### config.mk
export PLATFORM = sky130hd
export DESIGN_NAME = controle_bomba
export DESIGN_NICKNAME = d
export VERILOG_FILES = /design/src/rtl/controle_bomba.sv
export SDC_FILE = /design/constraint.sdc
export NUM_CORES = 1
export LEC_CHECK = 0
export ABC_AREA = 1
export BUFFER_PORTS_ARGS = -buffer_cell sky130_fd_sc_hd__buf_2
export CORE_MARGIN = 4
export CORE_UTILIZATION = 60
export CTS_BUF_LIST = sky130_fd_sc_hd__clkbuf_16
export CTS_CLUSTER_DIAMETER = 60
export DETAILED_ROUTE_END_ITERATION = 12
export PLACE_DENSITY = 0.79
export SYNTH_ARGS = -nofsm -noshare
export SYNTH_HDL_FRONTEND = slang
export SYNTH_SLANG_ARGS = --single-unit
export TNS_END_PERCENT = 1
### constraint.sdc
create_clock -name CLOCK -period 2.1 [get_ports CLOCK]
set_clock_uncertainty 0.1 [all_clocks]
set_input_delay 0.42 -clock CLOCK [delete_from_list [all_inputs] [get_ports CLOCK]]
set_output_delay 0.42 -clock CLOCK [all_outputs]
set_load 0.03 [all_outputs]
### src/rtl/controle_bomba.sv
// Bomb-clock game controller: arms, pauses and ticks the countdown timer,
// arbitrates expiry against defuse attempts and drives result indicators.
module controle_bomba #(
  parameter int DIV       = 5000000,
  parameter int MAX_ERROS = 3
) (
  input  logic       CLOCK,
  input  logic       RESET,
  input  logic       START,
  input  logic       PAUSE_BTN,
  input  logic       CODIGO_VALIDO,
  input  logic       CODIGO_CORRETO,
  input  logic       TEMPO_ACABOU,
  output logic       TIMER_RESET,
  output logic       TIMER_PAUSE,
  output logic       TICK,
  output logic [1:0] ERROS,
  output logic [2:0] ESTADO,
  output logic       DESARMADA,
  output logic       EXPLODIU
);

  localparam int PW = (DIV > 2) ? $clog2(DIV) : 1;

  localparam logic [PW-1:0] PRESC_MAX = PW'(DIV - 1);
  localparam logic [2:0]    ERR_MAX   = 3'(MAX_ERROS);

  localparam logic [2:0] OCIOSO    = 3'd0;
  localparam logic [2:0] ARMANDO   = 3'd1;
  localparam logic [2:0] CONTANDO  = 3'd2;
  localparam logic [2:0] PAUSADO   = 3'd3;
  localparam logic [2:0] S_DESARM  = 3'd4;
  localparam logic [2:0] S_EXPLOD  = 3'd5;

  logic [2:0]    estado;
  logic [2:0]    prox;
  logic [PW-1:0] presc;
  logic [1:0]    erros;
  logic          start_q;
  logic          pause_q;
  logic          start_ev;
  logic          pause_ev;
  logic          erro_inc;
  logic          conta;

  assign start_ev = START & ~start_q;
  assign pause_ev = PAUSE_BTN & ~pause_q;

  assign ESTADO = estado;
  assign ERROS  = erros;

  always_comb begin
    prox     = estado;
    erro_inc = 1'b0;
    if (start_ev) begin
      prox = ARMANDO;
    end else begin
      case (estado)
        ARMANDO: prox = CONTANDO;
        CONTANDO: begin
          if (TEMPO_ACABOU) begin
            prox = S_EXPLOD;
          end else if (CODIGO_VALIDO && CODIGO_CORRETO) begin
            prox = S_DESARM;
          end else if (CODIGO_VALIDO) begin
            erro_inc = 1'b1;
            if ({1'b0, erros} + 3'd1 == ERR_MAX)
              prox = S_EXPLOD;
          end else if (pause_ev) begin
            prox = PAUSADO;
          end
        end
        PAUSADO: begin
          if (pause_ev)
            prox = CONTANDO;
        end
        default: prox = estado;
      endcase
    end
  end

  // Prescaler only advances while the bomb stays in CONTANDO this cycle
  assign conta = (estado == CONTANDO) && (prox == CONTANDO);

  always_ff @(posedge CLOCK or posedge RESET) begin
    if (RESET) begin
      estado      <= OCIOSO;
      presc       <= '0;
      erros       <= 2'd0;
      start_q     <= 1'b0;
      pause_q     <= 1'b0;
      TIMER_RESET <= 1'b0;
      TIMER_PAUSE <= 1'b1;
      TICK        <= 1'b0;
      DESARMADA   <= 1'b0;
      EXPLODIU    <= 1'b0;
    end else begin
      start_q     <= START;
      pause_q     <= PAUSE_BTN;
      estado      <= prox;
      TIMER_RESET <= (prox == ARMANDO);
      TIMER_PAUSE <= (prox != CONTANDO);
      DESARMADA   <= (prox == S_DESARM);
      EXPLODIU    <= (prox == S_EXPLOD);
      TICK        <= conta && (presc == PRESC_MAX);
      if (prox == ARMANDO) begin
        erros <= 2'd0;
        presc <= '0;
      end else begin
        if (erro_inc)
          erros <= erros + 2'd1;
        if (conta)
          presc <= (presc == PRESC_MAX) ? '0 : presc + PW'(1);
      end
    end
  end

endmodule

[Word level (Yosys, flattened, before mapping)]
Index checks and enable logic that the tools add are counted.
Cells by class
  reductions and logical operators: 5
  multiplexer cells: 18
  bitwise gates (word level): 4
  equal/unequal tests: 10
  add/sub/neg operators: 3
Operator list (number)
  23-bit 2-to-1 mux: 3
  23-bit by 1-bit adder with 23-bit output, second input constant: 1
  23-bit equality test, second input constant: 1
  3-bit 2-to-1 mux: 7
  3-bit by 2-bit equality test with 1-bit output, second input constant: 4
  3-bit case mux with 3 select lines: 1
  3-bit by 1-bit equality test with 1-bit output, second input constant: 2
  3-bit equality test, second input constant: 2
  1-bit 2-to-1 mux: 5
  2-bit 2-to-1 mux: 2
  2-bit nonzero test: 2
  2-bit by 1-bit adder with 3-bit output, second input constant: 1
  1-bit logical AND: 3
  3-bit by 2-bit inequality test with 1-bit output, second input constant: 1
  2-bit by 1-bit adder with 2-bit output, second input constant: 1
  1-bit bitwise AND: 2
  1-bit NOT: 2
Storage, ports and cells
  flip-flop bits (word level): 35
  logic and storage cells: 50
  output and inout bits: 10

[Depth between registers and ports, before layout]
Gate-level depths: netlist of run 1.
  depth in word-level cells: 12
  depth in mapped cells: 14
  mapped depth without buffers: 13

[Least setup slack after synthesis of run 1]
No wires, ideal clock.
  path kind: reg2reg
  from: reg erros[0] (netlist: ERROS[0])
  to: reg presc[21]
  data arrival time: 1.739 ns
  setup slack: 0.145 ns
  required time: 1.885 ns
  setup time: 0.115 ns
  clock period less this slack: 1.955 ns
  stages on the path, launching flop included: 14
  cell sequence: dfrtp_1 > inv_1 > ha_1 > nand2_1 > nand3_2 > nand2_1 > nand2_1 > nand2_2 > nand2_2 > nor2_4 > nand3_4 > buf_6 > nand3_1 > nand2_2
Between the ends
  cells in the longest elaborated chain, start to end: 11
  elaborated cells between the ends (all ways): 13
Ends and longest elaborated chain
  from (decl): line 38  | logic [1:0] erros;
  from (signal assigned): line 111  | erros <= erros + 2'd1;
  2-bit by 1-bit adder with 3-bit output *: line 67  | if ({1'b0, erros} + 3'd1 == ERR_MAX)
  3-bit by 2-bit equality test with 1-bit output *: line 67
  3-bit 2-to-1 mux *: line 67
  3-bit 2-to-1 mux *: line 65  | end else if (CODIGO_VALIDO) begin
  3-bit 2-to-1 mux *: line 63  | end else if (CODIGO_VALIDO && CODIGO_CORRETO) begin
  3-bit 2-to-1 mux *: line 61  | if (TEMPO_ACABOU) begin
  3-bit case mux with 3 select lines *: line 58  | case (estado)
  3-bit 2-to-1 mux *: line 55  | if (start_ev) begin
  3-bit by 2-bit equality test with 1-bit output: line 83  | assign conta = (estado == CONTANDO) && (prox == CONTANDO);
  1-bit logical AND: line 83
  2-bit nonzero test (no source line)
  to (signal assigned): line 113  | presc <= (presc == PRESC_MAX) ? '0 : presc + PW'(1);
  to (decl): line 37  | logic [PW-1:0] presc;
Every way passes the cells marked *; elsewhere a longest branch is shown, timed or not.
A chain may end at the register's enable or synchronous reset.

[Worst setup path after layout of run 1]
  from: reg erros[0] (netlist: ERROS[0])
  to: reg presc[15]
Same word-level chain as after synthesis.

==> flow_summary.json, run 1 <==
{
  "status": "complete, no violations",
  "antenna_left": 0,
  "arrival_ps": 1940,
  "hold_viol": 0,
  "ctsResizeCount": 0,
  "regArea_um2": 877,
  "syn_area_per_cell_um2": 7.28,
  "clock_path_buffers": 2,
  "clk_latency_ps": 270,
  "grt_max_degree": 36,
  "synth_seq_cells": 35,
  "min_period_ps": 1880,
  "root_buffer": "clkbuf_16",
  "synth_nets": 349,
  "syn2layout_area_growth_pct": 11.8,
  "grt_pass1_wl_mm": 9.52,
  "crit_type": "reg -> reg",
  "cts_tree": "built",
  "ys_async_sr_fraction": 1.00,
  "ios": 17,
  "synth_edf_count": 0,
  "drive_gt1_frac": 0.201,
  "drv_slew": 0,
  "gp_congestion": 0.928,
  "crit_path_start_kind": "register",
  "crit_path_top_delay_cell": "dfrtp_1",
  "setup_viol": 0,
  "slew_headroom": 0.616,
  "synthFlopType": "dfrtp_1",
  "placementRows": 23,
  "fillers": 332,
  "core_um2": 4000,
  "tightestPinTransition_ps": 569,
  "grtUsageTotal": 0.231,
  "period_share": 0.895,
  "die_w_um": 72.2,
  "drcViolationCount": 0,
  "grt_pass1_vias": 2073,
  "multi_input_area_um2": 1350,
  "nets": 371,
  "ir_drop_mv": 0.657,
  "rsz0062_at_grt": "no",
  "netlist_area_um2": 2470,
  "syn_inst": 340,
  "clk_pin_slew_ps": 50,
  "fin_tns_setup_ps": 0,
  "cp_max_fo": 11,
  "cp-end-kind": "register",
  "firstDrtPassIters": 4,
  "cts_buffers": 5,
  "leakagePower_nw": 1.32,
  "dpl_cell_area_um2": 2570,
  "r2r_start": "ERROS[0]",
  "drt_iter0_drc": 282,
  "cap_violations": 0,
  "portBuffers": 16,
  "path_buf_inv": 2,
  "antenna_found_initial": 0,
  "n_antenna_cell": 0,
  "htree_levels": 2,
  "cp_top_family": "simple AND/OR/NAND/NOR gates",
  "synth_seq_area_share": 0.355,
  "required_ps": 2160,
  "hold_class": "in -> async",
  "crit_path_max_incr_delay_ps": 330,
  "routed_wl_mm": 5.46,
  "start_util": 0.618,
  "cellPowerDensity_nw_per_um2": 997,
  "crit_top_cell": "nand2_1",
  "cts_sinks": 35,
  "wire_per_inst_um": 13.2,
  "hpwl_mm": 3.88,
  "vias_per_cell": 5.37,
  "fmax_mhz": 532,
  "ys_warn_count": 0,
  "critical_path.cell_chain": "inv_1 -> ha_1 -> nand2_1 -> nand3_2 -> nand2_1 -> nand2_1 -> nand2_2 -> nand2_2 -> nor2_4 -> nand3_4 -> buf_12 -> nand3_1 -> nand2_1",
  "vias": 2216,
  "die_h_um": 72.2,
  "finalInstanceArea_um2": 2770,
  "grt_overflow": 0,
  "die_area_um2": 5210,
  "yosysUniqueCellTypes": 32,
  "cp-startpoint": "ERROS[0]"
}
## power by group
group | total, mW | leakage (nW) | internal (mW) | switching, mW
Combinational | 0.954 | 0.776 | 0.324 | 0.630
Sequential | 0.995 | 0.464 | 0.823 | 0.172
Clock | 0.810 | 0.0812 | 0.552 | 0.258
Total | 2.76 | 1.32 | 1.70 | 1.06
## final cells by class
cell class              count  area share
clock buffers               5      0.0452
clock inverters             3      0.0140
inverters                  36      0.0561
multi-input cells         261       0.488
flip-flops and latches     35       0.317
well taps                  50      0.0226
repair buffers             23      0.0570
## layout by cell type (no fill, tap or decap), types with 4 or more instances in the layout
master,synthesis,final
nand2_1,95,95
nor2_1,48,48
nand3_1,41,41
dfrtp_1,34,34
inv_1,29,29
nand2_2,17,17
buf_2,0,16
xor2_1,12,12
nand4_1,11,11
nor2_2,6,6
nor3_1,5,5
clkbuf_16,0,5
buf_4,0,5
nand3_2,4,4
nor2_4,4,4
## synth_stat cells, types with 3 or more instances
library cell  instances  area, µm²
nor2_4                4       45.0
nand2_1              95        357
xnor2_1               3       26.3
nor4_1                3       18.8
dfrtp_1              34        851
o21ai_0               3       15.0
nand4_1              11       68.8
xor2_1               12        105
nand3_1              41        205
clkbuf_8              3       41.3
nor2_1               48        180
inv_2                 3       11.3
nor2_2                6       37.5
nor3_1                5       25.0
nand2_2              17        106
inv_1                29        109
nand3_2               4       40.0
## layer usage
metal  wire length, µm  up-vias  share of wire  track usage
li1                  -     1124              -            -
met1              2560     1027           0.47        0.326
met2              2510       59           0.46        0.370
met3               341        6          0.062       0.0388
met4                42        0         0.0077       0.0564
met5                 0        -              0            0
## state kept, by name (all words and copies together), names as in the netlist
name / count
DESARMADA: 1
start_q: 1
ERROS: 2
ESTADO: 3
TIMER_RESET: 1
pause_q: 1
TICK: 1
TIMER_PAUSE: 1
EXPLODIU: 1
presc: 23
## worst paths after layout
check	endpoint	slack, ps	cells after the start
worst min register to register	presc[1]	450	2
worst min-delay path	DESARMADA	130	3
worst max-delay path	presc[15]	220	13
worst max register to register	presc[15]	220	13
max in group asynchronous	TIMER_PAUSE	1430	3
min in group CLOCK	start_q	160	1
## cell families (layout without fill, tap and decap cells)
logic type	count (synthesis)	count (layout)	synth area share
AOI/OAI and AO/OA	6	6	0.0182
and+or+nand+nor	238	238	0.464
DFF	35	35	0.355
adders and majority gates	2	2	0.0101
xor gates and xnor gates	15	15	0.0531
buffers and inverters	44	67	0.0996
## worst min-delay path, cell delays in order
cell and delay (ps):
buf_2 90, inv_1 40, buf_4 370
## through the flow
| stage | setup WS (ps) | total power, mW | instances | hold slack (ps) | utilization |
|---|---|---|---|---|---|
| floorplan | 145 | 1.73 | 340 | 351 | - |
| global placement | 217 | 1.92 | 403 | 424 | 0.644 |
| detailed placement | 152 | 1.94 | 403 | 438 | 0.644 |
| CTS | 118 | 2.76 | 411 | 157 | 0.685 |
| global route | 79.2 | 2.93 | 413 | 161 | 0.692 |
| finish | 221 | 2.76 | 413 | 131 | 0.692 |
## what timing repair did
action	CTS	global route
hold endpoints to repair	0	0
buffers inserted	0	2
hold buffers	0	0
endpoints found under the setup margin	0	5
Power figures use the tool's default switching activity.
==> inputs of run 2 (changes only) <==
ABC_AREA = not set   (was 1)
CORE_UTILIZATION = 58   (was 60)
PLACE_DENSITY = 0.78   (was 0.79)
==> flow_summary.json, run 2 <==
{
  "crit_path_start_kind": "register",
  "leakagePower_nw": 1.03,
  "cellPowerDensity_nw_per_um2": 880,
  "synth_seq_area_share": 0.461,
  "vias_per_cell": 6.12,
  "ir_drop_mv": 0.808,
  "cts_tree": "built",
  "cp_top_family": "simple AND/OR/NAND/NOR gates",
  "cap_violations": 0,
  "crit_top_cell": "nand4_1",
  "cp-end-kind": "register",
  "min_period_ps": 1980,
  "hold_class": "in -> async",
  "drt_iter0_drc": 196,
  "cts_buffers": 5,
  "rsz0062_at_grt": "no",
  "htree_levels": 2,
  "n_antenna_cell": 0,
  "syn2layout_area_growth_pct": 21.7,
  "grt_max_degree": 36,
  "die_area_um2": 4260,
  "netlist_area_um2": 1900,
  "final_common_cell": "dfrtp_1",
  "gp_congestion": 0.925,
  "yosys-top-cells-count": "dfrtp_1, nor2_1, nand2_1",
  "reg2reg_depth": 7,
  "synth.top_cell.area_share": 0.447,
  "synth_nets": 210,
  "crit_path_top_delay_cell": "dfrtp_1",
  "cts_sinks": 35,
  "final_cell_mix": "dfrtp_1, nor2_1, buf_4",
  "ios": 17,
  "root_buffer": "clkbuf_16",
  "grt_pass1_wl_mm": 8.25,
  "finalInstanceArea_um2": 2310,
  "synth_top_cell_by_area": "dfrtp_1",
  "grt_overflow": 0,
  "crit_path_max_incr_delay_ps": 370,
  "ys_warn_count": 0,
  "nets": 245,
  "fmax_mhz": 506,
  "hpwl_mm": 3.33,
  "clk_latency_ps": 280,
  "r2r-end": "presc[20]",
  "critical_path.cell_chain": "ha_1 -> nand4_1 -> nor4_4 -> buf_4 -> nand4_1 -> xor2_1 -> nor2_1",
  "vias": 1720,
  "cp_max_fo": 7,
  "synth_seq_cells": 35,
  "core_um2": 3100,
  "grt_pass1_vias": 1710,
  "rrSetupSlack_ps": 120,
  "period_share": 0.942,
  "r2r_start": "presc[1]",
  "arrival_ps": 2050,
  "path_buf_inv": 1,
  "regMostFlops": "presc",
  "syn_area_per_cell_um2": 9.46,
  "routed_wl_mm": 4.71,
  "clk_pin_slew_ps": 60,
  "yosysUniqueCellTypes": 44,
  "placementRows": 20,
  "syn_inst": 201,
  "grtUsageTotal": 0.253,
  "largest_register_ff_count": 23,
  "drcViolationCount": 0,
  "antenna_found_initial": 0,
  "drive_gt1_frac": 0.257,
  "synth_most_common_cell": "dfrtp_1",
  "synth_edf_count": 0,
  "tightestPinTransition_ps": 440,
  "power_mw": 2.04,
  "crit_type": "reg -> reg",
  "clock_path_buffers": 2,
  "dpl_cell_area_um2": 2160,
  "hold_viol": 0,
  "die_w_um": 65.3,
  "slew_headroom": 0.707,
  "cp-startpoint": "presc[1]",
  "firstDrtPassIters": 5,
  "setup_viol": 0,
  "antenna_left": 0,
  "yosys-top-cells-area": "dfrtp_1, nor2_1, a21oi_1, nand3_1, nand2_1",
  "die_h_um": 65.3,
  "portBuffers": 16,
  "fin_tns_setup_ps": 0,
  "start_util": 0.613,
  "required_ps": 2170,
  "wire_per_inst_um": 16.8,
  "synthFlopType": "dfrtp_1",
  "ys_async_sr_fraction": 1.00,
  "status": "complete, no violations",
  "drv_slew": 0
}
[run 2: worst max path at each step]
stage,endpoint,slack [ps],cells past startpoint
detailed placement,EXPLODIU,80,6
floorplan,presc[18],50,8
finish,presc[20],120,7
global route,presc[20],20,7
CTS,presc[12],30,7
global placement,presc[19],70,7
[run 2: final cells by class]
cell class	instances	area, µm²
multi-input cells	149	966
flip-flops and latches	35	877
fillers	235	788
repair buffers	38	245
clock buffers	5	125
well taps	44	55.1
inverters	7	26.3
clock inverters	3	20.0
[run 2: logic make-up after synthesis]
logic type,Yosys count,synth area share
AOI/OAI and AO/OA,43,0.151
xor gates and xnor gates,9,0.0414
DFF,35,0.461
adders and majority gates,2,0.0132
muxes,3,0.0164
buffers and inverters,17,0.0401
and+or+nand+nor,92,0.277
[run 2: power by group]
part | switching [mW] | internal (mW)
Sequential | 0.0460 | 0.747
Combinational | 0.341 | 0.185
Clock | 0.283 | 0.436
Total | 0.669 | 1.37
[run 2: timing repair]
action | 4_1_cts | 5_1_grt
buffers inserted | 0 | 0
hold buffers | 0 | 0
resized for setup | 0 | 4
endpoints found under the setup margin | 0 | 15
[run 2: per-stage QoR]
stage          hold slack (ps)  utilization  setup WS, ps  cells
2_1_floorplan              344            -          47.8    201
3_3_place_gp               361        0.695          70.4    273
3_5_place_dp               368        0.695          76.2    273
4_1_cts                    144        0.742          29.0    281
5_1_grt                    156        0.746          19.2    281
6_report                   128        0.746           122    281
[run 2: worst reg2reg max path, cell delays in order (launching register included)]
cell     delay [ps]
dfrtp_1         370
ha_1            240
nand4_1         240
nor4_4          330
buf_4           190
nand4_1         130
xor2_1          180
nor2_1           70
[run 2: layer usage]
layer / part of all wire / global-route usage / up-vias
li1: - / - / 806
met1: 0.43 / 0.334 / 811
met2: 0.48 / 0.397 / 90
met3: 0.070 / 0.0581 / 13
met4: 0.023 / 0.111 / 0
met5: 0 / 0 / -
==> inputs of run 3 (changes only) <==
PLACE_DENSITY = 0.84   (was 0.78)
==> flow_summary.json, run 3 (synthesis gave the netlist of run 2 again) <==
{
  "drive_gt1_frac": 0.229,
  "hpwl_mm": 3.35,
  "met1_usage": 0.312,
  "finalInstanceArea_um2": 2260,
  "reg2reg_depth": 7,
  "cts_tree": "built",
  "setup_viol": 0,
  "dp_slack_ps": 62.7,
  "multi_input_area_um2": 965,
  "fin_tns_setup_ps": 0,
  "critical_path.cell_chain": "ha_2 -> and4_1 -> and4_4 -> a21oi_4 -> buf_4 -> a41oi_1 -> a31oi_1",
  "drv_slew": 0,
  "vias": 1721,
  "arrival_ps": 2030,
  "crit_path_max_incr_delay_ps": 380,
  "tightestPinTransition_ps": 444,
  "die_area_um2": 4260,
  "grt_pass1_vias": 1718,
  "finalWorstSetupSlack_ps": 121,
  "grtUsageMet2": 0.406,
  "nets": 239,
  "vias_per_cell": 6.26,
  "required_ps": 2150,
  "r2r-end": "presc[4]",
  "hold_viol": 0,
  "antenna_left": 0,
  "final_cell_mix": "dfrtp_1, nor2_1, buf_2, buf_4, nand2_1",
  "crit_type": "reg -> reg",
  "htree_levels": 2,
  "grt_max_degree": 36,
  "slew_headroom": 0.704,
  "cp-startpoint": "presc[0]",
  "rsz0062_at_grt": "no",
  "grt.met3_usage": 0.0803,
  "portBuffers": 16,
  "grt-busiest-layer": "met2",
  "start_util": 0.613,
  "crit_path_start_kind": "register",
  "min_period_ps": 1980,
  "cellPowerDensity_nw_per_um2": 881,
  "routed_wl_mm": 4.73,
  "ir_drop_mv": 0.968,
  "cts_sinks": 35,
  "period_share": 0.943,
  "cp_max_fo": 9,
  "path_buf_inv": 1,
  "die_h_um": 65.3,
  "hold_class": "in -> async",
  "drt_iter0_drc": 233,
  "die_w_um": 65.3,
  "rrSetupSlack_ps": 120,
  "regArea_um2": 878,
  "n_antenna_cell": 0,
  "crit_path_top_delay_cell": "dfrtp_1",
  "r2r_start": "presc[0]",
  "grt_pass1_wl_mm": 8.23,
  "clk_latency_ps": 280,
  "cp-end-kind": "register",
  "fillers": 244,
  "placementRows": 20,
  "leakagePower_nw": 0.994,
  "clock_path_buffers": 2,
  "status": "complete, no violations",
  "post-cts-setup-buffers": 0,
  "cap_violations": 0,
  "final_util": 0.729,
  "core_um2": 3100,
  "cts_buffers": 5,
  "root_buffer": "clkbuf_16",
  "grtUsageTotal": 0.256,
  "final_common_cell": "dfrtp_1",
  "holdWs_ps": 127,
  "syn2layout_area_growth_pct": 18.9,
  "ios": 17,
  "gp_congestion": 0.944,
  "clk_pin_slew_ps": 50,
  "dpl_cell_area_um2": 2110,
  "antenna_found_initial": 0,
  "cp_top_family": "simple AND/OR/NAND/NOR gates",
  "firstDrtPassIters": 5,
  "grt_overflow": 0,
  "regMostFlops": "presc",
  "drcViolationCount": 0,
  "fmax_mhz": 505,
  "largest_register_ff_count": 23,
  "wire_per_inst_um": 17.2
}
## run 3: how the worst max path moves through the flow
| stage | slack [ps] | depth (start not counted) | endpoint |
|---|---|---|---|
| floorplan | 50 | 8 | presc[18] |
| global placement | 120 | 6 | EXPLODIU |
| detailed placement | 60 | 6 | EXPLODIU |
| CTS | 40 | 7 | presc[4] |
| global route | 8 | 5 | presc[21] |
| finish | 120 | 7 | presc[4] |
## run 3: timing repair
action | 4_1_cts | 5_1_grt
setup endpoints to repair | 0 | 13
hold buffers | 0 | 0
resized for setup | 0 | 5
## run 3: routing by layer
metal | wire [µm] | share of wire | up-vias
met5 | 0 | 0 | -
li1 | - | - | 791
met1 | 1860 | 0.39 | 824
met3 | 369 | 0.078 | 20
met4 | 159 | 0.034 | 0
met2 | 2340 | 0.50 | 86
## run 3: stage by stage
stage          power [mW]  instances
2_1_floorplan        1.14        201
3_3_place_gp         1.28        267
3_5_place_dp         1.30        267
4_1_cts              1.99        275
5_1_grt              2.09        275
6_report             1.99        275
## run 3: cell type report
class / instances / share of cell area
flip-flops and latches: 35 / 0.388
multi-input cells: 149 / 0.427
clock buffers: 5 / 0.0553
clock inverters: 3 / 0.00498
inverters: 7 / 0.0116
repair buffers: 32 / 0.0885
well taps: 44 / 0.0243
## run 3: worst reg2reg max path, cell delays in order (launching register included)
cell and delay, ps:
dfrtp_1 380, ha_2 240, and4_1 260, and4_4 300
a21oi_4 70, buf_4 170, a41oi_1 270, a31oi_1 70
## run 3: power by group
| part | switching, mW | total, mW | internal, mW |
|---|---|---|---|
| registers | 0.0569 | 0.804 | 0.747 |
| logic | 0.331 | 0.499 | 0.168 |
| clock network | 0.262 | 0.688 | 0.426 |
